[src/rtl/serial_port.sv]
// rtl/serial_port.sv - 8N1 UART between the memory controller serial-port handshake and the RS-232 pins
module serial_port #(
    parameter int CLK_DIV = 434
) (
    input  logic       clk50M,
    input  logic       rst_n,
    input  logic [7:0] com_data_out,
    input  logic       enable_com_write,
    output logic       com_write_ready,
    output logic [7:0] com_data_in,
    output logic       com_read_ready,
    input  logic       int_com_ack,
    input  logic       uart_rx,
    output logic       uart_tx,
    output logic       frame_error
);

    localparam logic [1:0] ST_IDLE  = 2'd0;
    localparam logic [1:0] ST_START = 2'd1;
    localparam logic [1:0] ST_DATA  = 2'd2;
    localparam logic [1:0] ST_STOP  = 2'd3;

    localparam logic [11:0] DIV_LAST  = 12'(CLK_DIV - 1);
    localparam logic [11:0] HALF_LAST = 12'(CLK_DIV / 2 - 1);

    logic [1:0]  tx_state;
    logic [11:0] tx_cnt;
    logic [2:0]  tx_idx;
    logic [7:0]  tx_shift;

    logic [1:0]  rx_state;
    logic [11:0] rx_cnt;
    logic [2:0]  rx_idx;
    logic [7:0]  rx_shift;
    logic        rx_m;
    logic        rx_s;
    logic        rx_p;

    // tx_shift[0] is always the bit currently on the line during DATA
    always_ff @(posedge clk50M) begin
        if (!rst_n) begin
            tx_state        <= ST_IDLE;
            tx_cnt          <= '0;
            tx_idx          <= '0;
            tx_shift        <= '0;
            uart_tx         <= 1'b1;
            com_write_ready <= 1'b1;
        end else begin
            case (tx_state)
                ST_IDLE: begin
                    if (enable_com_write) begin
                        tx_shift        <= com_data_out;
                        tx_cnt          <= '0;
                        tx_state        <= ST_START;
                        uart_tx         <= 1'b0;
                        com_write_ready <= 1'b0;
                    end
                end
                ST_START: begin
                    if (tx_cnt == DIV_LAST) begin
                        tx_cnt   <= '0;
                        tx_idx   <= '0;
                        tx_state <= ST_DATA;
                        uart_tx  <= tx_shift[0];
                    end else begin
                        tx_cnt <= tx_cnt + 12'd1;
                    end
                end
                ST_DATA: begin
                    if (tx_cnt == DIV_LAST) begin
                        tx_cnt <= '0;
                        if (tx_idx == 3'd7) begin
                            tx_state <= ST_STOP;
                            uart_tx  <= 1'b1;
                        end else begin
                            tx_idx   <= tx_idx + 3'd1;
                            uart_tx  <= tx_shift[1];
                            tx_shift <= {1'b0, tx_shift[7:1]};
                        end
                    end else begin
                        tx_cnt <= tx_cnt + 12'd1;
                    end
                end
                ST_STOP: begin
                    if (tx_cnt == DIV_LAST) begin
                        tx_cnt          <= '0;
                        tx_state        <= ST_IDLE;
                        com_write_ready <= 1'b1;
                    end else begin
                        tx_cnt <= tx_cnt + 12'd1;
                    end
                end
                default: tx_state <= ST_IDLE;
            endcase
        end
    end

    always_ff @(posedge clk50M) begin
        if (!rst_n) begin
            rx_m <= 1'b1;
            rx_s <= 1'b1;
            rx_p <= 1'b1;
        end else begin
            rx_m <= uart_rx;
            rx_s <= rx_m;
            rx_p <= rx_s;
        end
    end

    // The ack clear comes first so a byte committing on the same edge keeps ready high
    always_ff @(posedge clk50M) begin
        if (!rst_n) begin
            rx_state       <= ST_IDLE;
            rx_cnt         <= '0;
            rx_idx         <= '0;
            rx_shift       <= '0;
            com_data_in    <= '0;
            com_read_ready <= 1'b0;
            frame_error    <= 1'b0;
        end else begin
            frame_error <= 1'b0;
            if (int_com_ack) begin
                com_read_ready <= 1'b0;
            end
            case (rx_state)
                ST_IDLE: begin
                    if (rx_p && !rx_s) begin
                        rx_cnt   <= '0;
                        rx_state <= ST_START;
                    end
                end
                ST_START: begin
                    if (rx_cnt == HALF_LAST) begin
                        rx_cnt <= '0;
                        rx_idx <= '0;
                        rx_state <= rx_s ? ST_IDLE : ST_DATA;
                    end else begin
                        rx_cnt <= rx_cnt + 12'd1;
                    end
                end
                ST_DATA: begin
                    if (rx_cnt == DIV_LAST) begin
                        rx_cnt   <= '0;
                        rx_shift <= {rx_s, rx_shift[7:1]};
                        if (rx_idx == 3'd7) begin
                            rx_state <= ST_STOP;
                        end else begin
                            rx_idx <= rx_idx + 3'd1;
                        end
                    end else begin
                        rx_cnt <= rx_cnt + 12'd1;
                    end
                end
                ST_STOP: begin
                    if (rx_cnt == DIV_LAST) begin
                        rx_cnt   <= '0;
                        rx_state <= ST_IDLE;
                        if (rx_s) begin
                            com_data_in    <= rx_shift;
                            com_read_ready <= 1'b1;
                        end else begin
                            frame_error <= 1'b1;
                        end
                    end else begin
                        rx_cnt <= rx_cnt + 12'd1;
                    end
                end
                default: rx_state <= ST_IDLE;
            endcase
        end
    end

endmodule

[config.mk]
export PLATFORM = sky130hd
export DESIGN_NAME = serial_port
export DESIGN_NICKNAME = d
export VERILOG_FILES = /design/src/rtl/serial_port.sv
export SDC_FILE = /design/constraint.sdc
export NUM_CORES = 1
export LEC_CHECK = 0
export CAP_MARGIN = 25
export CORE_MARGIN = 1
export CORE_UTILIZATION = 60
export CTS_BUF_LIST = sky130_fd_sc_hd__clkbuf_8
export DETAILED_ROUTE_END_ITERATION = 7
export PLACE_DENSITY = 0.88
export REMOVE_ABC_BUFFERS = 1
export SETUP_SLACK_MARGIN = 0.4
export SYNTH_ARGS = -nofsm -noshare
export SYNTH_HDL_FRONTEND = slang
export SYNTH_SLANG_ARGS = --single-unit
[constraint.sdc]
create_clock -name clk50M -period 2.7 [get_ports clk50M]
set_clock_uncertainty 0.05 [all_clocks]
set_input_delay 0.675 -clock clk50M [delete_from_list [all_inputs] [get_ports clk50M]]
set_output_delay 0.675 -clock clk50M [all_outputs]
set_load 0.01 [all_outputs]
### Word-level counts from Yosys, hierarchy flattened

Index checks and enable logic that the tools add are counted.

* ROM bits: 0
* memories: 0
* logic and storage cells: 108
* register bits: 65
* output and inout port bits: 12
* RAM bits: 0
* bits in latches: 0
* input port bits: 13

* multipliers: 0
* equal/unequal tests: 23
* div/mod/pow operators: 0
* $lt $le $gt $ge: 0
* muxes and demuxes: 44
* bitwise gates (word level): 0
* shifts and indexed selects: 0
* add/subtract/negate cells: 4
* reduce and logical (&&, ||, !) cells: 21

Operators by type and width (number)
* $mux 12: 5
* $pmux 12 s3: 1
* $add 12x1->12 const B: 2
* $eq 12x9->1 const B: 2
* $mux 8: 3
* $ne 2x2->1 const B: 12
* $pmux 12 s2: 1
* $mux 2: 11
* $mux 3: 6
* $pmux 2 s4: 2
* $pmux 8 s2: 1
* $reduce_and 4->1: 4
* $eq 12x8->1 const B: 1
* $pmux 3 s2: 2
* $mux 1: 10
* $reduce_and 5->1: 2
* $reduce_and 3->1: 3
* $eq 2x2->1 const B: 4
* $reduce_bool 2->1: 4
* $add 3x1->3 const B: 2
* $eq 3x3->1 const B: 2
* $eq 2x1->1 const B: 2
* $logic_not 2->1: 2
* $pmux 1 s3: 1
* 7 further kinds: 7

### Longest topological paths before layout

* depth after elaboration: 4
* depth in mapped cells: 9
* mapped depth without buffers: 7

### Worst setup path after synthesis

OpenSTA, ideal clock, no wires.

* kind: reg2reg
* start point: register tx_cnt[0]
* end point: register tx_idx[2]
* setup time: 0.128 ns
* required time: 2.522 ns
* arrival: 1.916 ns
* period minus slack after synthesis: 2.093 ns
* buffers on the path: 0
* slack: 0.607 ns
* stages on the path, launching flop included: 7
* path through: dfxtp_1 > ha_1 > or4b_4 > or3_4 > a211oi_4 > mux2i_1 > nor2_1

* word-level cells in the longest chain between the ends: 3
* elaborated cells between the ends (all ways): 4

Ends and longest elaborated chain
* from (decl): RTL line 27 `logic [11:0] tx_cnt;`
* from (signal assigned): RTL line 66 `tx_cnt <= tx_cnt + 12'd1;`
* from (signal assigned): RTL line 81 `tx_cnt <= tx_cnt + 12'd1;`
* from (signal assigned): RTL line 90 `tx_cnt <= tx_cnt + 12'd1;`
* $eq 12x9->1 *: RTL line 60, 70
* $ne 2x2->1 (no line)
* $reduce_and 4->1 (no line) *
* to (signal assigned): RTL line 76 `tx_idx <= tx_idx + 3'd1;`
* to (decl): RTL line 28 `logic [2:0] tx_idx;`

Mark *: on every way between the ends. The rest lies on a longest branch, timed or not.
A chain may end at the register's enable or synchronous reset.

### Final worst setup path

* start point: register tx_cnt[0]
* end point: register tx_idx[0]

Same word-level chain as after synthesis.

==> flow_metrics.env <==
export IMPL_critPathArrivalTime_ps=2370
export IMPL_wl_met1_um=2946
export IMPL_clockRootBuffer="clkbuf_8"
export IMPL_die_h_um=74.87
export IMPL_placed_area_mm2=0.003506
export IMPL_clk_latency_ps=340
export IMPL_hold_depth=1
export IMPL_portBuffers=24
export IMPL_area_delta_synth_final_pct=16.38
export IMPL_maxSlewViolCount=0
export IMPL_highest_layer="met4"
export IMPL_die_area_mm2=0.005605
export IMPL_final_area_mm2=0.003707
export IMPL_maxCapViolCount=0
export IMPL_min_to="rx_s"
export IMPL_num_rows=26
export IMPL_synthCells=364
export IMPL_critPathCaptureType="flip-flop"
export IMPL_grt_pass1_wl_um=10560
export IMPL_routabilityCongestion=0.8867
export IMPL_r2r_end="tx_idx[0]"
export IMPL_vdd_ir_drop_max_v=0.0004260
export IMPL_whs_ps=376.3
export IMPL_numCtsBuffers=9
export IMPL_criticalPathCategory="flip-flop to flip-flop"
export IMPL_async_flop_share_pct=0
export IMPL_worstSetupStartpointType="flip-flop"
export IMPL_antenna_found_initial=0
export IMPL_outcome="complete, no violations"
export IMPL_r2r_slack_ps=510
export IMPL_vias=2663
export IMPL_required_ps=2880
export IMPL_r2r_start="tx_cnt[0]"
export IMPL_drc_errors=0
export IMPL_yosys_area_top_type="dfxtp_1"
export IMPL_fill_cells=395
export IMPL_ys_flop_type="dfxtp_1"
export IMPL_power_leakage_nw=1.380
export IMPL_min_from="rx_m"
export IMPL_worst_slew_pin_slew_ps=635.1
export IMPL_ys_ff_latch=65
export IMPL_die_x_um=74.87
export IMPL_utilization_pct=72.59
export IMPL_io_pins=25
export IMPL_finalCritPeriodShare_pct=81.09
export IMPL_grt_overflow=0
export IMPL_timing_setup_tns_ps=0
export IMPL_total_power_mw=2.498
export IMPL_worst_r2r_path_depth=6
export IMPL_diodes=0
export IMPL_antenna_left=0
export IMPL_routedWlPerCell_um=14.08
export IMPL_hp_class="flip-flop to flip-flop"
export IMPL_synth_edff_count=0
export IMPL_clk_pin_slew_ps=80
export IMPL_cts_hold_buffers=0
export IMPL_yosys_area_top_type_share_pct=40.85
export IMPL_layout_cells_non_filler=463
export IMPL_cts_sinks=65
export IMPL_grt_pass1_vias=2417
export IMPL_synth_area_leaders="dfxtp_1 41%, mux2i_1 8.5%, nor2_1 5.8%, ha_1 5.5%, nand3_1 4.1%"
export IMPL_nNetsFinal=415
export IMPL_cts_setup_buffers=0
export IMPL_met3_length_um=287
export IMPL_core_area_mm2=0.005107
export IMPL_synth_warnings=0
export IMPL_fin_ws_ps=510.4
export IMPL_fin_crit_ps=2190
export IMPL_setup_violations=0
export IMPL_place_hpwl_um=4558
export IMPL_rsz0062_at_grt="false"
export IMPL_drive_above_1_share_pct=9.924
export IMPL_hold_violations=0
export IMPL_path_max_fanout=5
export IMPL_cts_resized=0
export IMPL_power_density_mw_per_mm2=673.8
export IMPL_firstDrtPassIters=4
export IMPL_drt_initial_drc_count=162
export IMPL_dp_cells=447
export IMPL_syn_cell_area_mm2=0.003186
export IMPL_dr_wl_met2_um=3175
export IMPL_fmax_mhz=456.7
export IMPL_yosys_cell_types_count=52
export IMPL_clk_path_buf_depth=2
export IMPL_grt_usage_pct=24.92
export IMPL_h_tree_depth=3
export IMPL_grt_max_degree=27
export IMPL_cts_tree="done"
export IMPL_max_slew_margin_pct=57.57
export IMPL_synth_seq_area_share_pct=40.85
export IMPL_routed_wl_um=6517
export IMPL_pre_cts_slack_ps=300.2
export IMPL_vias_per_cell=5.752
export IMPL_avgSynthCellArea_um2=8.752
export IMPL_start_util_pct=62.37
[cell usage after synthesis, types with 2 or more instances]
cell and n:
dfxtp_1 65, nor2_1 49, nand2_1 30, mux2i_1 27, nand3_1 26, clkbuf_1 14
ha_1 14, inv_1 14, a21oi_1 11, xor2_1 11, o21ai_0 8, nor3_1 7
a22oi_1 6, a31oi_1 6, nand4_1 6, o31ai_1 6, buf_2 5, nand2b_1 5
nor4_1 5, and2_1 4, o211ai_1 4, xnor2_1 4, a311oi_1 3, nand3b_1 3
a211oi_1 2, nand4b_1 2, nor3b_1 2
[cell families after synthesis]
kind of cell | count (synthesis) | synth area share, %
and+or+nand+nor | 151 | 23.68
adders and majority gates | 14 | 5.499
muxes | 27 | 8.484
DFF | 65 | 40.85
AOI/OAI and AO/OA | 56 | 12.80
xor gates and xnor gates | 15 | 4.124
buffers and inverters | 36 | 4.556
[cell type report]
cell class	count	area, um2	share of cell area (%)
inverter	15	56.30	1.519
timing repair buffer	34	315.3	8.505
multi-input combinational	263	1748	47.15
tap	70	87.58	2.362
clock buffer	9	123.9	3.341
clock inverter	7	75.07	2.025
sequential	65	1301	35.10
[worst max-delay path by stage]
| stage | start | end | slack [ps] | depth (start not counted) |
|---|---|---|---|---|
| 3_5_place_dp | enable_com_write | tx_cnt[9] | 300 | 6 |
| 4_1_cts | tx_cnt[0] | tx_shift[6] | 440 | 5 |
| 5_1_grt | tx_cnt[0] | tx_idx[0] | 400 | 6 |
| 6_report | tx_cnt[0] | tx_idx[0] | 510 | 6 |
| 3_3_place_gp | enable_com_write | tx_cnt[9] | 330 | 6 |
| 2_1_floorplan | rx_cnt[2] | rx_idx[0] | -140 | 5 |
[metal layers]
layer / track usage, % / up-vias
met5: 0 / -
met4: 11.11 / 0
met3: 7.497 / 11
met2: 40.04 / 60
met1: 30.92 / 1271
li1: - / 1321
[power breakdown]
group          switching, mW  leakage (nW)  internal, mW
sequential            0.0587         0.527          1.03
combinational          0.344         0.749         0.230
clock                  0.397         0.104         0.434
total                  0.800          1.38          1.70
[layout by cell type (no fill, tap or decap), types with 3 or more instances in the layout]
| cell | n |
|---|---|
| nor4_1 | 4 |
| a311oi_1 | 3 |
| nor3_1 | 7 |
| o21ai_0 | 8 |
| and2_1 | 4 |
| nand3_1 | 26 |
| inv_6 | 3 |
| buf_4 | 10 |
| clkbuf_8 | 9 |
| dfxtp_1 | 65 |
| inv_1 | 14 |
| nand3b_1 | 3 |
| nand2_1 | 29 |
| mux2i_1 | 27 |
| nand2b_1 | 5 |
| a31oi_1 | 6 |
| a22oi_1 | 6 |
| xor2_1 | 11 |
| o211ai_1 | 4 |
| nand4_1 | 6 |
| nor2_1 | 49 |
| ha_1 | 14 |
| xnor2_1 | 4 |
| clkdlybuf4s50_1 | 24 |
| a21oi_1 | 11 |
| o31ai_1 | 6 |
[flip-flops by register name, indices dropped and copies added, names as in the netlist, named ones only]
signal / flops
tx_idx: 3
tx_cnt: 12
rx_shift: 8
com_data_in: 8
frame_error: 1
rx_s: 1
com_write_ready: 1
rx_state: 1
com_read_ready: 1
rx_idx: 3
rx_p: 1
tx_state: 2
rx_cnt: 12
rx_m: 1
uart_tx: 1
tx_shift: 8
[worst max-delay path, cell delays in order, from the launching register on]
cell,delay [ps]
dfxtp_1,410
ha_1,170
or4b_4,500
or3_4,400
a211oi_4,260
mux2i_1,230
nor2_1,60
Note: power is estimated with default switching activity, not from simulation.
